$ cat config.mk
export PLATFORM = sky130hd
export DESIGN_NAME = sum_accumulator
export DESIGN_NICKNAME = d
export VERILOG_FILES = /design/src/rtl/adder_pkg.sv /design/src/rtl/sum_accumulator_sat_add.sv /design/src/rtl/sum_accumulator.sv
export SDC_FILE = /design/constraint.sdc
export NUM_CORES = 1
export LEC_CHECK = 0
export CAP_MARGIN = 20
export CORE_MARGIN = 1
export CORE_UTILIZATION = 50
export DETAILED_ROUTE_END_ITERATION = 8
export PLACE_DENSITY = 0.83
export SYNTH_ARGS = -nofsm -noshare
export SYNTH_HDL_FRONTEND = slang
export SYNTH_SLANG_ARGS = --single-unit
export TNS_END_PERCENT = 100
$ cat constraint.sdc
create_clock -name clk -period 3.03 [get_ports clk]
set_input_delay 0.4545 -clock clk [delete_from_list [all_inputs] [get_ports clk]]
set_output_delay 0.4545 -clock clk [all_outputs]
set_load 0.005 [all_outputs]
$ cat src/rtl/adder_pkg.sv
// Shared types and saturation-limit helpers for the adder-sum accumulator slice.
package adder_pkg;

  typedef enum logic [1:0] {
    IDLE  = 2'd0,
    ACCUM = 2'd1,
    HOLD  = 2'd2
  } state_t;

  localparam int IN_W_DEF  = 5;
  localparam int ACC_W_DEF = 8;
  localparam int COUNT_DEF = 4;

  function automatic int smax(input int w);
    return (1 << (w - 1)) - 1;
  endfunction

  function automatic int smin(input int w);
    return -(1 << (w - 1));
  endfunction

endpackage

$ cat src/rtl/sum_accumulator_sat_add.sv
// Combinational signed add of a narrow sample into a wider accumulator, clamped to ACC_W.
module sat_add
  import adder_pkg::*;
#(
  parameter int IN_W  = IN_W_DEF,
  parameter int ACC_W = ACC_W_DEF
) (
  input  logic [ACC_W-1:0] a,
  input  logic [IN_W-1:0]  b,
  output logic [ACC_W-1:0] y,
  output logic             sat
);

  localparam logic [ACC_W-1:0] MAXV = ACC_W'(smax(ACC_W));
  localparam logic [ACC_W-1:0] MINV = ACC_W'(smin(ACC_W));

  logic [ACC_W:0] sum;

  // One guard bit is enough: |a| and |b| both fit in ACC_W bits.
  assign sum = {a[ACC_W-1], a} + {{(ACC_W + 1 - IN_W){b[IN_W-1]}}, b};

  always_comb begin
    sat = sum[ACC_W] ^ sum[ACC_W-1];
    y   = sum[ACC_W-1:0];
    if (sat) y = sum[ACC_W] ? MINV : MAXV;
  end

endmodule

$ cat src/rtl/sum_accumulator.sv
// Frame accumulator: sums COUNT signed samples with saturation, then holds the total for downstream.
module sum_accumulator
  import adder_pkg::*;
#(
  parameter int IN_W  = IN_W_DEF,
  parameter int ACC_W = ACC_W_DEF,
  parameter int COUNT = COUNT_DEF
) (
  input  logic             clk,
  input  logic             reset,
  input  logic             in_valid,
  output logic             in_ready,
  input  logic [IN_W-1:0]  in_data,
  output logic             out_valid,
  input  logic             out_ready,
  output logic [ACC_W-1:0] out_data,
  output logic             out_sat
);

  localparam int CW = $clog2(COUNT + 1);

  state_t           state;
  logic [ACC_W-1:0] acc;
  logic [CW-1:0]    cnt;
  logic [ACC_W-1:0] sum;
  logic             sum_sat;
  logic             in_fire;
  logic             out_fire;
  logic             last;

  sat_add #(.IN_W(IN_W), .ACC_W(ACC_W)) u_add (
    .a   (acc),
    .b   (in_data),
    .y   (sum),
    .sat (sum_sat)
  );

  assign in_ready = (state != HOLD);
  assign in_fire  = in_valid && in_ready;
  assign out_fire = out_valid && out_ready;
  assign last     = (int'(cnt) + 1 >= COUNT);

  // acc/cnt/out_sat are zero in IDLE, so IDLE and ACCUM share the accumulate path.
  always_ff @(posedge clk) begin
    if (reset) begin
      state     <= IDLE;
      acc       <= '0;
      cnt       <= '0;
      out_valid <= 1'b0;
      out_data  <= '0;
      out_sat   <= 1'b0;
    end else begin
      case (state)
        IDLE, ACCUM: begin
          if (in_fire) begin
            acc     <= sum;
            cnt     <= cnt + 1'b1;
            out_sat <= out_sat | sum_sat;
            if (last) begin
              state     <= HOLD;
              out_valid <= 1'b1;
              out_data  <= sum;
            end else begin
              state <= ACCUM;
            end
          end
        end
        HOLD: begin
          if (out_fire) begin
            state     <= IDLE;
            acc       <= '0;
            cnt       <= '0;
            out_sat   <= 1'b0;
            out_valid <= 1'b0;
          end
        end
        default: state <= IDLE;
      endcase
    end
  end

endmodule

==> results.cfg, run 1 <==
[setup_path]
worstPathArrival_ps = 2930
critPathKind = in2reg
critPathBufInv = 2
slowest_delay_ps = 460
cp_cell_sequence = clkdlybuf4s50_1 -> ha_1 -> inv_1 -> fa_1 -> nor2b_1 -> o211ai_4 -> a21oi_4 -> nand3_2 -> a311oi_1
required_ps = 3250
crit_fanout = 13
critical_path.top_delay_family = compound AO/OA/AOI/OAI gates
endpoint_kind = register
crit_slowest_cell = clkdlybuf4s50_1
start_kind = primary input

[yosys]
synth-seq-cells = 23
synth.area.top_cells = dfxtp_1 (30%), ha_1 (7.2%), a311oi_1 (6.2%)
synth_mux_area_share_pct = 0
synthCells = 176
syn_nets = 195
synth.most_common_cell = dfxtp_1
synth_top_family_by_area = compound AO/OA/AOI/OAI gates
netlist.area_leader.share_pct = 29.6
async_flop_share_pct = 0
yosysWarnings = 0
synth-compound-area-share_pct = 33.7
synthXorXnorAreaFrac_pct = 1.13
ys_seq_area_share_pct = 29.6
synth-main-ff-cell = dfxtp_1
synthAdderAreaFrac_pct = 8.52
synthDistinctLibCells = 49
yosys.area.top_type = dfxtp_1
synth-simple-area-share_pct = 22.8
syn-cell-area_mm2 = 0.00156
avgSynthCellArea_um2 = 8.84
synth_edf_count = 0
synth_common_cells = dfxtp_1 (23), nor2_1 (18), nand2_1 (15)

[routing]
wl_per_cell_um = 14.9
wl_um = 3390
drtPass1Iterations = 6
drtIter0Drc = 60
vias = 1408
ant_nets = 0
drc = 1
vias_per_cell = 6.20

[sta]
finalSetupViolations = 0
final.setup.tns_ps = 0
rsz0062_at_grt = no
hold_violations = 0
slew_violations = 0
fin_crit_sh_pct = 89.7
finalCriticalPeriod_ps = 2720
relSlewSlack_pct = 64.3
timing.fmax_ghz = 0.368
fin_worst_skew_ps = 1.21
tightest_slew_ps = 522
hold_ws_ps = 477

[clock_network]
clkSinkCount = 23
cts_resized = 0
cts_inserted_buffers = 3
root_buffer = clkbuf_4
cts_buffer_depth = 2
postCtsHoldBufs = 0
clk_latency_ps = 310
cts_setup_buffers = 0
clk_pin_slew_ps = 120
htreeDepth = 1
tritoncts = yes

[floorplan]
rows = 19
fp.coreArea_mm2 = 0.00285
floorplan.initialDensity_pct = 54.6
die_h_um = 57.8
die_w_um = 57.8
dieArea_mm2 = 0.00334
io_pins = 20

[pwr]
p_leak_nw = 0.676
ir_drop_mv = 0.327
powerDensity_mw_per_mm2 = 492
power_w = 0.000884

[layout]
drive_gt1_share_pct = 11.7
area_growth_syn_to_layout_pct = 15.5
diodes = 0
fin_area_mm2 = 0.00180
final_util_pct = 63.0
fin_nets = 216

[placement]
gp_congestion = 0.855
hpwl_um = 2580
placed_area_mm2 = 0.00177
port_buffers = 19

[grt]
grt_max_degree = 23
track_usage_pct = 20.9
grt_overflow = 0
antenna_found_initial = 0
grt_pass1_wl_um = 5450
grt_pass1_vias = 1302

[status]
violations = DRC
outcome = finished, violations left

[hold_path]
hp-class = reg2reg

[flow_run]
drv_cap = 0
-- per-stage QoR --
| stage | setup slack [ps] | std cells |
|---|---|---|
| finish | 313 | 227 |
| global route | 161 | 227 |
| CTS | 312 | 227 |
| detailed placement | 4.58 | 223 |
| global placement | 129 | 223 |
| floorplan | 788 | 176 |
-- final cells by class --
cell class                 instances  area [µm²]
multi-input combinational        140        1030
tap                               31        38.8
timing repair buffer              23         220
inverter                           6        22.5
fill                             247        1050
sequential                        23         460
clock buffer                       4        26.3
-- layer usage --
layer,up-vias,wire [µm],track usage [%]
met5,-,0,0
met4,0,47,7.48
met3,6,120,4.69
met2,32,1700,36.9
met1,655,1530,25.0
li1,715,-,-
-- cell usage in the layout, fill, tap and decap left out, types with 2 or more instances in the layout --
master           netlist  final
a2111oi_0              2      2
a211o_1                3      3
a211oi_1               2      2
a211oi_2               2      2
a21o_1                 2      2
a21oi_1               12     12
a311oi_1              11     11
a311oi_2               3      3
a31oi_1                4      4
and2_1                 2      2
and3_4                 2      2
and3b_1                2      2
buf_4                  0      4
clkbuf_4               0      3
clkdlybuf4s50_1        0     19
dfxtp_1               23     23
ha_1                   9      9
inv_1                  6      6
nand2_1               15     15
nand3_1               12     12
nand3b_1               2      2
nor2_1                18     18
nor2b_1                6      6
o211ai_1               2      2
o21a_1                 3      3
o21ai_0                2      2
or2_2                  2      2
-- worst reg2reg max path: stages, from the launching register on --
cell	delay (ps)
dfxtp_1	380
ha_1	200
inv_1	60
fa_1	400
nor2b_1	310
o211ai_4	150
a21oi_4	250
nand3_2	300
a311oi_1	370
-- registers in the layout, indices dropped and copies added (netlist names) --
| register | flops |
|---|---|
| acc | 8 |
| out_data | 8 |
| cnt | 3 |
| state | 2 |
| out_sat | 1 |
| out_valid | 1 |
-- where the power goes --
part	switching, W	leakage, nW	internal, W	total, W
sequential	0.0000239	0.188	0.000331	0.000355
combinational	0.000228	0.473	0.000161	0.000390
clock	0.0000880	0.0150	0.0000514	0.000139
-- cell families after synthesis --
logic type,Yosys count
buf+inv,13
simple gates,68
flops,23
fa+ha+maj,10
xor+xnor,2
compound gates,60
-- path summary, 6_finish.rpt --
check	start	to	slack [ps]	cells past startpoint
max	in_data[0]	out_data[4]	310	9
min	state[1]	state[0]	480	1
max reg2reg	acc[0]	out_data[4]	530	8
min reg2reg	state[1]	state[0]	480	1
(Power assumes the default switching activity.)
==> inputs of run 2 (changes only) <==
--- a/config.mk
+++ b/config.mk
@@ -6,7 +6,7 @@
 export NUM_CORES = 1
 export LEC_CHECK = 0
 export CAP_MARGIN = 20
-export CORE_MARGIN = 1
+export CORE_MARGIN = 2
 export CORE_UTILIZATION = 50
 export DETAILED_ROUTE_END_ITERATION = 8
 export PLACE_DENSITY = 0.83
==> results.cfg, run 2 (synthesis gave the netlist of run 1 again) <==
[placement]
port_buffers = 19
dp_worst_setup_slack_ps = -12.9
hpwl_um = 2650
gp_congestion = 0.848
placed_area_mm2 = 0.00177

[pwr]
ir_drop_mv = 0.291
powerDensity_mw_per_mm2 = 491
p_leak_nw = 0.679

[setup_path]
critPathKind = in2reg
worstPathArrival_ps = 2960
endpoint_kind = register
required_ps = 3250
crit_fanout = 13
start_kind = primary input

[clock_network]
cts_buffer_depth = 2
cts_inserted_buffers = 3
htreeDepth = 1
clk_pin_slew_ps = 130
clk_latency_ps = 310
root_buffer = clkbuf_4
clkSinkCount = 23
tritoncts = yes
cts_resized = 0
cts_setup_buffers = 0
postCtsHoldBufs = 0

[sta]
timing.fmax_ghz = 0.365
slew_violations = 0
tightest_slew_ps = 555
final.setup.tns_ps = 0
fin_crit_sh_pct = 90.4
rsz0062_at_grt = no
finalSetupViolations = 0
finalCriticalPeriod_ps = 2740
fin_worst_skew_ps = 11.2
setup_slack_ps = 290
hold_violations = 0
hold_ws_ps = 484
relSlewSlack_pct = 62.9

[layout]
area_growth_syn_to_layout_pct = 15.8
fin_nets = 216
fin_area_mm2 = 0.00180
drive_gt1_share_pct = 12.2
layout_common_cells = dfxtp_1 (23), clkdlybuf4s50_1 (19), nor2_1 (18)
nFillCells = 257
diodes = 0
top_regs = acc: 8 flops, out_data: 8 flops, cnt: 3 flops
layout_commonest_cell = dfxtp_1
final_util_pct = 60.0

[routing]
wl_um = 3510
drtPass1Iterations = 4
vias = 1435
drtIter0Drc = 53
drc = 0
ant_nets = 0
wl_per_cell_um = 15.3
vias_per_cell = 6.27

[grt]
grt_pass1_wl_um = 5840
grt_max_degree = 23
grt_pass1_vias = 1405
grt_overflow = 0
track_usage_pct = 20.8
antenna_found_initial = 0

[hold_path]
hp-class = reg2reg

[floorplan]
die_h_um = 59.8
fp.coreArea_mm2 = 0.00300
rows = 20
dieArea_mm2 = 0.00358
io_pins = 20
die_w_um = 59.8
floorplan.initialDensity_pct = 51.8

[flow_run]
drv_cap = 0

[status]
outcome = finished, final reports clean
run 2: stage by stage:
step	total power, W	instances
after CTS	0.000886	229
after global placement	0.000728	225
after detailed placement	0.000746	225
after floorplan	0.000660	176
final	0.000885	229
after global routing	0.000940	229
run 2: critical path, stage by stage:
cell and delay (ps):
clkdlybuf4s50_1 460, ha_1 200, inv_1 70, fa_1 400, nor2b_1 340, o211ai_4 150
a21oi_4 250, nand3_2 300, a311oi_1 340
run 2: power breakdown:
group | internal (W) | switching [W] | total (W)
logic | 0.000161 | 0.000229 | 0.000391
clock network | 0.0000493 | 0.0000902 | 0.000139
registers | 0.000331 | 0.0000242 | 0.000355
total | 0.000541 | 0.000344 | 0.000885
run 2: area by class of cell:
cell class	count	area [µm²]	area share, %
repair buffers	23	220	12.2
clock inverters	1	5.00	0.278
clock buffers	3	22.5	1.25
inverters	6	22.5	1.25
multi-input cells	140	1030	57.2
flip-flops and latches	23	460	25.6
well taps	33	41.3	2.29
run 2: worst paths after layout:
path	start	to	slack, ps	depth (start not counted)
hold / removal	state[1]	state[0]	480	1
setup reg to reg	acc[0]	acc[0]	490	8
hold reg to reg	state[1]	state[0]	480	1
setup / recovery	in_data[0]	acc[0]	290	9
run 2: metal layers:
metal | routed length, µm | part of all wire [%] | track usage, %
met5 | 0 | 0 | 0
met4 | 30 | 0.86 | 6.98
met3 | 130 | 3.7 | 4.11
met2 | 1790 | 51 | 36.2
met1 | 1550 | 44 | 25.3
==> inputs of run 3 (changes only) <==
--- a/config.mk
+++ b/config.mk
@@ -9,7 +9,7 @@
 export CORE_MARGIN = 2
 export CORE_UTILIZATION = 50
 export DETAILED_ROUTE_END_ITERATION = 8
-export PLACE_DENSITY = 0.83
+export PLACE_DENSITY = 0.73
 export SYNTH_ARGS = -nofsm -noshare
 export SYNTH_HDL_FRONTEND = slang
 export SYNTH_SLANG_ARGS = --single-unit
==> results.cfg, run 3 (synthesis gave the netlist of run 1 again) <==
[sta]
finalCriticalPeriod_ps = 2570
tightest_slew_ps = 484
fin_crit_sh_pct = 84.8
slew_violations = 0
rsz0062_at_grt = no
hold_ws_ps = 474
relSlewSlack_pct = 66.9
timing.fmax_ghz = 0.389
finalSetupViolations = 0
hold_violations = 0
final.setup.tns_ps = 0
fin_worst_skew_ps = 13.4

[placement]
gp_congestion = 0.836
port_buffers = 19
hpwl_um = 2600
dp.cells = 227

[floorplan]
rows = 20
io_pins = 20
floorplan.initialDensity_pct = 51.8
fp.coreArea_mm2 = 0.00300
dieArea_mm2 = 0.00358
die_h_um = 59.8
die_w_um = 59.8

[setup_path]
worstPathArrival_ps = 2810
start_kind = primary input
r2r_start = acc[0]
rr_endpoint = out_data[6]
crit_slowest_cell = clkdlybuf4s50_1
cp_cell_sequence = clkdlybuf4s50_1 -> ha_1 -> inv_1 -> fa_1 -> nor2b_1 -> o211ai_4 -> a21oi_4 -> nand3_2 -> a311oi_1
r2r_cells = 8
endpoint_kind = register
critPathBufInv = 2
critical_path.top_delay_family = compound AO/OA/AOI/OAI gates
crit_fanout = 13
reg2reg_slack_ps = 650
slowest_delay_ps = 460
critPathKind = in2reg
required_ps = 3270

[clock_network]
clk_latency_ps = 320
cts_resized = 0
clk_pin_slew_ps = 130
root_buffer = clkbuf_4
cts_buffer_depth = 2
htreeDepth = 1
postCtsHoldBufs = 0
tritoncts = yes
cts_inserted_buffers = 3
cts_setup_buffers = 0
clkSinkCount = 23

[grt]
antenna_found_initial = 0
grt_pass1_wl_um = 5910
grt_overflow = 0
grt_max_degree = 23
track_usage_pct = 21.0
grt_pass1_vias = 1394

[layout]
area_growth_syn_to_layout_pct = 16.7
diodes = 0
final_cells = 231
final_util_pct = 60.5
layout_common_cells = dfxtp_1 (23), clkdlybuf4s50_1 (19), nor2_1 (18)
top_regs = acc: 8 flops, out_data: 8 flops, cnt: 3 flops
layout_commonest_cell = dfxtp_1
drive_gt1_share_pct = 13.1
nFillCells = 267
fin_nets = 218

[pwr]
p_leak_nw = 0.689
ir_drop_mv = 0.246
power_w = 0.000898
powerDensity_mw_per_mm2 = 494

[hold_path]
hp-class = reg2reg
hold_end = state[0]
hold_path_startpoint = state[1]
holdPathStages = 1

[flow_run]
drv_cap = 0

[routing]
wl_um = 3450
drtIter0Drc = 64
ant_nets = 0
drc = 0
vias_per_cell = 6.06
vias = 1400
drtPass1Iterations = 4
wl_per_cell_um = 14.9

[status]
outcome = finished, final reports clean
## run 3: changes by cell type in the layout (fill, tap and decap cells not counted), sizes merged
| cell | previous run | this run |
|---|---|---|
| buf | 4 | 6 |
## run 3: where the power goes
part / internal [W] / switching [W]
clock: 0.0000494 / 0.0000936
combinational: 0.000169 / 0.000231
sequential: 0.000331 / 0.0000237
## run 3: how the worst max path moves through the flow
stage | start | endpoint | slack [ps] | cells past startpoint
6_report | in_data[0] | out_data[6] | 460 | 9
5_1_grt | in_data[0] | out_data[5] | 310 | 9
4_1_cts | in_data[0] | out_data[6] | 480 | 9
3_5_place_dp | in_data[0] | acc[0] | 150 | 9
3_3_place_gp | in_data[0] | out_data[4] | 250 | 9
2_1_floorplan | in_data[0] | out_data[0] | 790 | 9
## run 3: stage by stage
stage	instance area, µm²	setup slack, ps
floorplan	1560	788
global placement	1790	247
detailed placement	1790	151
CTS	1820	477
global route	1820	313
finish	1820	460
## run 3: routing by layer
layer,part of all wire [%],global-route usage (%),wire length (µm),vias to the layer above
li1,-,-,-,720
met1,48,28.5,1660,644
met2,47,34.3,1630,30
met3,3.3,3.90,114,6
met4,1.0,5.40,36,0
met5,0,0,0,-
## run 3: layout make-up
cell class / count / area [µm²] / share of cell area [%]
tap: 33 / 41.3 / 2.27
multi-input combinational: 140 / 1030 / 56.7
clock inverter: 1 / 5.00 / 0.275
clock buffer: 3 / 22.5 / 1.24
timing repair buffer: 25 / 235 / 12.9
inverter: 6 / 22.5 / 1.24
sequential: 23 / 460 / 25.3
